===== src/rtl/fma16_result_stage.sv =====
`default_nettype none
// ============================================================================
// Module   : fma16_result_stage
// Purpose  : Registered output stage for the fma16 datapath. Completed
//            half-precision results and their {NV,OF,UF,NX} flags are queued
//            in a small circular FIFO and presented on a valid/ready
//            handshake. Retired flags accumulate into a sticky fflags
//            register and a saturating counter tracks retirements.
// Ports    : clk, reset                 - clock, async active-high reset
//            in_valid/in_ready          - upstream handshake (in_ready = ~full)
//            in_result/in_flags/in_special - captured only on push
//            out_valid/out_ready        - downstream handshake
//            out_result/out_flags/out_special - head entry, zero when idle
//            fflags, fflags_clr         - sticky retired flags, sync clear
//            retire_cnt                 - saturating retire counter
// Revision : 1.0 - initial release
// ============================================================================
module fma16_result_stage #(
    parameter int DEPTH = 2,
    parameter int CNTW  = 16
) (
    input  logic            clk,
    input  logic            reset,
    input  logic            in_valid,
    output logic            in_ready,
    input  logic [15:0]     in_result,
    input  logic [3:0]      in_flags,
    input  logic            in_special,
    output logic            out_valid,
    input  logic            out_ready,
    output logic [15:0]     out_result,
    output logic [3:0]      out_flags,
    output logic            out_special,
    output logic [3:0]      fflags,
    input  logic            fflags_clr,
    output logic [CNTW-1:0] retire_cnt
);

    localparam int            c_PTRW = (DEPTH > 1) ? $clog2(DEPTH) : 1;
    localparam logic [c_PTRW:0] c_FULL = (c_PTRW+1)'(DEPTH);

    // Entry layout: {special, flags[3:0], result[15:0]}
    logic [20:0]       r_mem [DEPTH];
    logic [c_PTRW-1:0] r_wrPtr;
    logic [c_PTRW-1:0] r_rdPtr;
    logic [c_PTRW:0]   r_count;
    logic [3:0]        r_fflags;
    logic [CNTW-1:0]   r_retireCnt;

    logic              w_push;
    logic              w_pop;
    logic [20:0]       w_head;
    logic              w_headNan;

    assign in_ready  = (r_count != c_FULL);
    assign out_valid = (r_count != '0);
    assign w_push    = in_valid & in_ready;
    assign w_pop     = out_valid & out_ready;
    assign w_head    = r_mem[r_rdPtr];

    // Any NaN (exponent all ones, nonzero mantissa) leaves as the canonical
    // quiet NaN; infinities keep their sign and pass unchanged.
    assign w_headNan = (&w_head[14:10]) & (|w_head[9:0]);

    assign out_result  = !out_valid ? 16'h0000 : (w_headNan ? 16'h7e00 : w_head[15:0]);
    assign out_flags   = out_valid ? w_head[19:16] : 4'h0;
    assign out_special = out_valid ? w_head[20]    : 1'b0;
    assign fflags      = r_fflags;
    assign retire_cnt  = r_retireCnt;

    // Storage needs no reset: entries are only observed while counted valid.
    always_ff @(posedge clk) begin
        if (w_push) begin
            r_mem[r_wrPtr] <= {in_special, in_flags, in_result};
        end
    end

    always_ff @(posedge clk or posedge reset) begin
        if (reset) begin
            r_wrPtr     <= '0;
            r_rdPtr     <= '0;
            r_count     <= '0;
            r_fflags    <= 4'h0;
            r_retireCnt <= '0;
        end else begin
            // DEPTH is a power of two, so natural pointer overflow wraps.
            if (w_push) begin
                r_wrPtr <= r_wrPtr + c_PTRW'(1);
            end
            if (w_pop) begin
                r_rdPtr <= r_rdPtr + c_PTRW'(1);
            end
            if (w_push && !w_pop) begin
                r_count <= r_count + 1'b1;
            end else if (w_pop && !w_push) begin
                r_count <= r_count - 1'b1;
            end

            // Clear applies to the old value only, so a same-cycle retire
            // still lands its flags.
            r_fflags <= (fflags_clr ? 4'h0 : r_fflags) | (w_pop ? w_head[19:16] : 4'h0);

            if (w_pop && (r_retireCnt != '1)) begin
                r_retireCnt <= r_retireCnt + 1'b1;
            end
        end
    end

endmodule
`default_nettype wire


===== config.mk =====
export PLATFORM = sky130hd
export DESIGN_NAME = fma16_result_stage
export DESIGN_NICKNAME = d
export VERILOG_FILES = /design/src/rtl/fma16_result_stage.sv
export SDC_FILE = /design/constraint.sdc
export NUM_CORES = 1
export LEC_CHECK = 0
export BUFFER_PORTS_ARGS = -buffer_cell sky130_fd_sc_hd__buf_2
export CORE_MARGIN = 5
export CORE_UTILIZATION = 40
export DETAILED_ROUTE_END_ITERATION = 8
export SYNTH_ARGS = -nofsm -noshare
export SYNTH_HDL_FRONTEND = slang
export SYNTH_SLANG_ARGS = --single-unit
export TNS_END_PERCENT = 20

===== constraint.sdc =====
create_clock -name clk -period 2.1 [get_ports clk]
set_input_delay 0.21 -clock clk [delete_from_list [all_inputs] [get_ports clk]]
set_output_delay 0.21 -clock clk [all_outputs]
set_load 0.02 [all_outputs]

* Yosys cells after proc, flatten, opt, wreduce, memory -nomap -nowiden
Memory sizes are Yosys's and may differ from the RTL's.
Index checks and enable logic that the tools add are counted.
** Operators by class
- Add/subtract/negate cells :: 5
- Order comparisons :: 0
- Reductions and logical operators :: 9
- Multiply operators :: 0
- Equal/unequal tests :: 2
- Div/mod/pow operators :: 0
- Shift operators :: 0
- Bitwise logic cells :: 4
- Mux-type cells :: 10
** Operator list (count)
- 2-to-1 mux 16 bit :: 2
- adder 16 x 1 -> 16 bit (second input constant) :: 1
- inequality test 16 bit (second input constant) :: 1
- 2-to-1 mux 4 bit :: 3
- OR reduction 10 bit :: 1
- AND reduction 5 bit :: 1
- 2-to-1 mux 2 bit :: 2
- bitwise OR 4 bit :: 1
- nonzero test 2 bit :: 2
- bitwise AND 1 bit :: 3
- logical AND 1 bit :: 3
- 2-to-1 mux 1 bit :: 3
- adder 1 bit (second input constant) :: 2
- adder 2 x 1 -> 2 bit (second input constant) :: 1
- zero test 1 bit :: 2
- inequality test 2 bit (second input constant) :: 1
- subtractor 2 x 1 -> 2 bit (second input constant) :: 1
** Storage, ports and cells
- Bits of input ports :: 26
- Memories kept :: 1
- Bits in latches :: 0
- Bits in registers :: 24
- Output and inout bits :: 43
- Memory bits (read-only) :: 0
- Memory bits (writable) :: 42
** Memories
- r_mem :: depth 2, width 21, read ports 1, clocked after Yosys merged registers in 0, write ports 1, RTL line 43 : logic [20:0] r_mem [DEPTH];

* Depth between registers and ports, before layout
- Depth after elaboration :: 6
- Depth in mapped cells :: 7
- Mapped depth without buffers :: 7

* Worst setup path after synthesis
OpenSTA, ideal clock, no wires.
- Path kind :: reg2reg
- From :: register r_count[0]
- To :: memory r_mem[0][0] (enable)
- Stages on the path, launching flop included :: 4
- Setup time :: 399 ps
- Path buffers :: 0
- Setup slack :: -63 ps
- Data required time :: 1701 ps
- Arrival :: 1764 ps
- Cells stage by stage :: dfrtp_1 > nand2b_1 > nand2_1 > nor2_1
** On the way
- Longest elaborated chain between the ends :: 4
** RTL lines
- from (decl) :: RTL line 46 : logic [c_PTRW:0] r_count;
- from (signal assigned) :: RTL line 94 : r_count <= r_count + 1'b1;
- from (signal assigned) :: RTL line 96 : r_count <= r_count - 1'b1;
- inequality test 2 bit :: RTL line 55 : assign in_ready = (r_count != c_FULL);
- named net in_ready :: RTL line 25 : output logic in_ready,
- bitwise AND 1 bit :: RTL line 57 : assign w_push = in_valid & in_ready;
- 2-to-1 mux 1 bit :: RTL line 73 : if (w_push) begin
- 2-to-1 mux 1 bit (implied by the code) :: RTL line 74 : r_mem[r_wrPtr] <= {in_special, in_flags, in_result};
- to (decl) :: RTL line 43
The timed path passes the listed nets, and every way through them passes these cells.

* Worst setup path in the final report
- From :: register r_rdPtr
- To :: output out_result[1]
** On the way
- Longest elaborated chain between the ends :: 5
** RTL lines
- from (decl) :: RTL line 45 : logic [c_PTRW-1:0] r_rdPtr;
- from (signal assigned) :: RTL line 91 : r_rdPtr <= r_rdPtr + c_PTRW'(1);
- memory read (2 x 21 bit) (*)
- OR reduction 10 bit or AND reduction 5 bit (tied branches) :: RTL line 63 : assign w_headNan = (&w_head[14:10]) & (|w_head[9:0]);
- bitwise AND 1 bit :: RTL line 63
- 2-to-1 mux 16 bit (*) (2 in series) :: RTL line 65 : assign out_result = !out_valid ? 16'h0000 : (w_headNan ? 16'h7e00 : w_head[15:0]);
- to (decl) :: RTL line 31 : output logic [15:0] out_result,
Mark *: on every way between the ends. The rest lies on a longest branch, timed or not.

==> results.sh <==
export IMPL_drt_wl_total_mm=6.16
export IMPL_syn_to_final_growth_pct=26.3
export IMPL_gr_total_overflow=0
export IMPL_die_w_um=94.6
export IMPL_drc_errors=0
export IMPL_ys_seq_area_share_pct=65.1
export IMPL_grt_usage_pct=14.8
export IMPL_slowest_delay_ns=0.45
export IMPL_fin_setup_tns_ns=0
export IMPL_dp_final_hpwl_mm=4.44
export IMPL_post_cts_buffers=0
export IMPL_viasPerCell=4.94
export IMPL_worstSetupPathType="register to output pin"
export IMPL_cts_root_buf="clkbuf_8"
export IMPL_syn_nets=246
export IMPL_path_clk_slew_ns=0.07
export IMPL_grt_pass1_wl_mm=9.98
export IMPL_synth_area_um2=2860
export IMPL_power_mw=5.05
export IMPL_post_route_period_util_pct=97.2
export IMPL_finalSetupViolCount=0
export IMPL_drtIter0Drc=64
export IMPL_relSlewSlack_pct=67.6
export IMPL_critPathRequiredTime_ns=1.89
export IMPL_mostFrequentLayoutCells="buf_2 (58), edfxtp_1 (42), nor2_1 (30)"
export IMPL_die_h_um=94.6
export IMPL_power_frac_comb_pct=40.3
export IMPL_drv_cap=0
export IMPL_syn_avg_cell_area_um2=13.1
export IMPL_worstSetupStartpointType="register"
export IMPL_antenna_left=0
export IMPL_clock_path_buffers=2
export IMPL_dr_total_vias=1981
export IMPL_synth_edf_count=42
export IMPL_first_pass_iters=4
export IMPL_final_min_clock_period_ns=2.04
export IMPL_p_leak_nw=1.58
export IMPL_cp_data_arrival_time_ns=1.83
export IMPL_portBuffers=68
export IMPL_setup_ws_ns=0.0590
export IMPL_yosysTopAreaCellShare_pct=44.1
export IMPL_cellPowerDensity_nw_per_um2=1400
export IMPL_nets=328
export IMPL_std_cell_rows=30
export IMPL_max_freq_ghz=0.490
export IMPL_tightest_slew_ns=0.482
export IMPL_synth_warnings=0
export IMPL_ir_drop_mv=0.537
export IMPL_grt_max_degree=25
export IMPL_rsz0062_at_grt="yes"
export IMPL_finalHoldViolCount=0
export IMPL_pre_cts_slack_ns=0.337
export IMPL_dieArea_um2=8950
export IMPL_path_cells="nor4_2 -> nand3_1 -> a31o_4 -> nor2_1 -> buf_4"
export IMPL_gp_congestion=0.818
export IMPL_final_setup_skew_ns=0.00431
export IMPL_p_seq_share_pct=39.5
export IMPL_antenna_found_initial=0
export IMPL_htreeDepth=3
export IMPL_start_util_pct=41.7
export IMPL_cts_tree="built"
export IMPL_synth_main_ff_cell="edfxtp_1"
export IMPL_yosysTopAreaCell="edfxtp_1"
export IMPL_synthCells=218
export IMPL_hold_path_class="input port to register"
export IMPL_layout_drive_gt1_share_pct=33.4
export IMPL_p_switching_mw=1.92
export IMPL_yosys_top_cells_area="edfxtp_1 (44%), dfrtp_1 (21%), mux2i_1 (7.3%), nor2_1 (4.1%), xor2_1 (2.8%)"
export IMPL_p_clk_share_pct=20.2
export IMPL_first_global_vias=2031
export IMPL_ys_ff_latch=66
export IMPL_switching_share_pct=38.0
export IMPL_final_max_slew_viol_count=0
export IMPL_status="finished, final reports clean"
export IMPL_cts_buffers=9
export IMPL_io_pins=69
export IMPL_async_flop_share_pct=36.4
export IMPL_antennaDiodeCount=0
export IMPL_cts_num_sinks=66
export IMPL_ys_types=35
export IMPL_path_max_fanout=10
export IMPL_worst_setup_path_end_kind="output pin"
export IMPL_coreArea_um2=6870
export IMPL_final_common_cell="buf_2"
export IMPL_drt_wirelength_per_cell_um=15.4
export IMPL_crit_slowest_cell="dfrtp_2"
export IMPL_clock_latency_ns=0.33
export IMPL_intPower_mw=3.13
-- repair_timing --
action                                 in CTS  in global routing
setup endpoints to repair                  10                 11
endpoints found under the hold margin      24                  0
hold buffers                                1                  0
pin swaps                                   1                  1
gates resized for setup                     2                 15
-- worst max-delay path, delay by kind of cell (launching register included) --
kind	cells	cell delay (ns)
simple gates	3	0.58
flops	1	0.45
compound gates	1	0.30
buf+inv	1	0.16
-- metal layers --
layer / track usage, % / vias to the layer above / routed length (um)
li1: - / 960 / -
met1: 18.2 / 962 / 2700
met2: 24.3 / 50 / 3000
met3: 3.51 / 9 / 349
met4: 7.57 / 0 / 115
met5: 0 / - / 0
-- registers in the layout, summed over array words and instances (netlist names) --
register    flops
fflags          4
r_wrPtr         1
r_count         2
r_mem          42
retire_cnt     16
r_rdPtr         1
-- through the flow --
stage | hold slack (ns) | instance area [um^2] | util, % | cells
floorplan | 0.225 | 2860 | - | 218
global placement | 0.278 | 3350 | 48.8 | 384
detailed placement | 0.289 | 3350 | 48.8 | 384
CTS | 0.0460 | 3570 | 51.9 | 401
global route | 0.0482 | 3610 | 52.6 | 401
finish | 0.0613 | 3610 | 52.6 | 401
-- kinds of logic after synthesis --
kind of cell | share of synthesized area, %
AO/OA/AOI/OAI | 3.98
XOR/XNOR | 4.29
adder cells (fa/ha/maj) | 0.874
buffers and inverters | 2.23
flip-flops | 65.1
multiplexers | 8.26
AND/OR/NAND/NOR | 15.3
-- synthesized netlist by cell type (2+ instances only) --
library cell and instances:
a21oi_1 5, inv_1 9, xor2_1 9, buf_2 4, nand3_1 7, xnor2_1 5, o22ai_1 5, mux2i_1 21
and2_1 2, nor4b_1 2, nor4_1 5, and3_1 3, nor3_2 2, nor2_1 31, and4_1 2, dfrtp_1 24
o31ai_1 2, nand4_1 10, edfxtp_1 42, nor3_1 3, nand2_1 8, ha_1 2, nand2b_1 3
-- power by group through the flow --
| stage | clock [mW] | combinational [mW] | sequential, mW |
|---|---|---|---|
| finish | 1.02 | 2.04 | 1.99 |
| floorplan | 0 | 1.23 | 2.06 |
| global placement | 0 | 1.94 | 1.99 |
| CTS | 1.05 | 2.00 | 1.98 |
| detailed placement | 0 | 1.98 | 2.00 |
| global route | 1.11 | 2.21 | 2.04 |
-- worst paths after layout --
path,from,slack (ns),cells past startpoint,end
setup / recovery,r_rdPtr,0.06,5,out_result[1]
hold / removal,in_result[15],0.06,1,r_mem[1][15]
setup reg to reg,retire_cnt[8],0.44,4,retire_cnt[4]
hold reg to reg,r_wrPtr,0.52,1,r_wrPtr
max in group asynchronous,reset,1.35,4,r_rdPtr
min in group asynchronous,reset,0.48,4,fflags[0]
-- cell type report --
class,count,area (um^2)
clock buffers,13,149
fillers,626,3250
flip-flops and latches,66,1860
repair buffers,76,432
inverters,10,40.0
clock inverters,3,38.8
multi-input cells,137,972
well taps,96,120
Note: power is estimated with default switching activity, not from simulation.
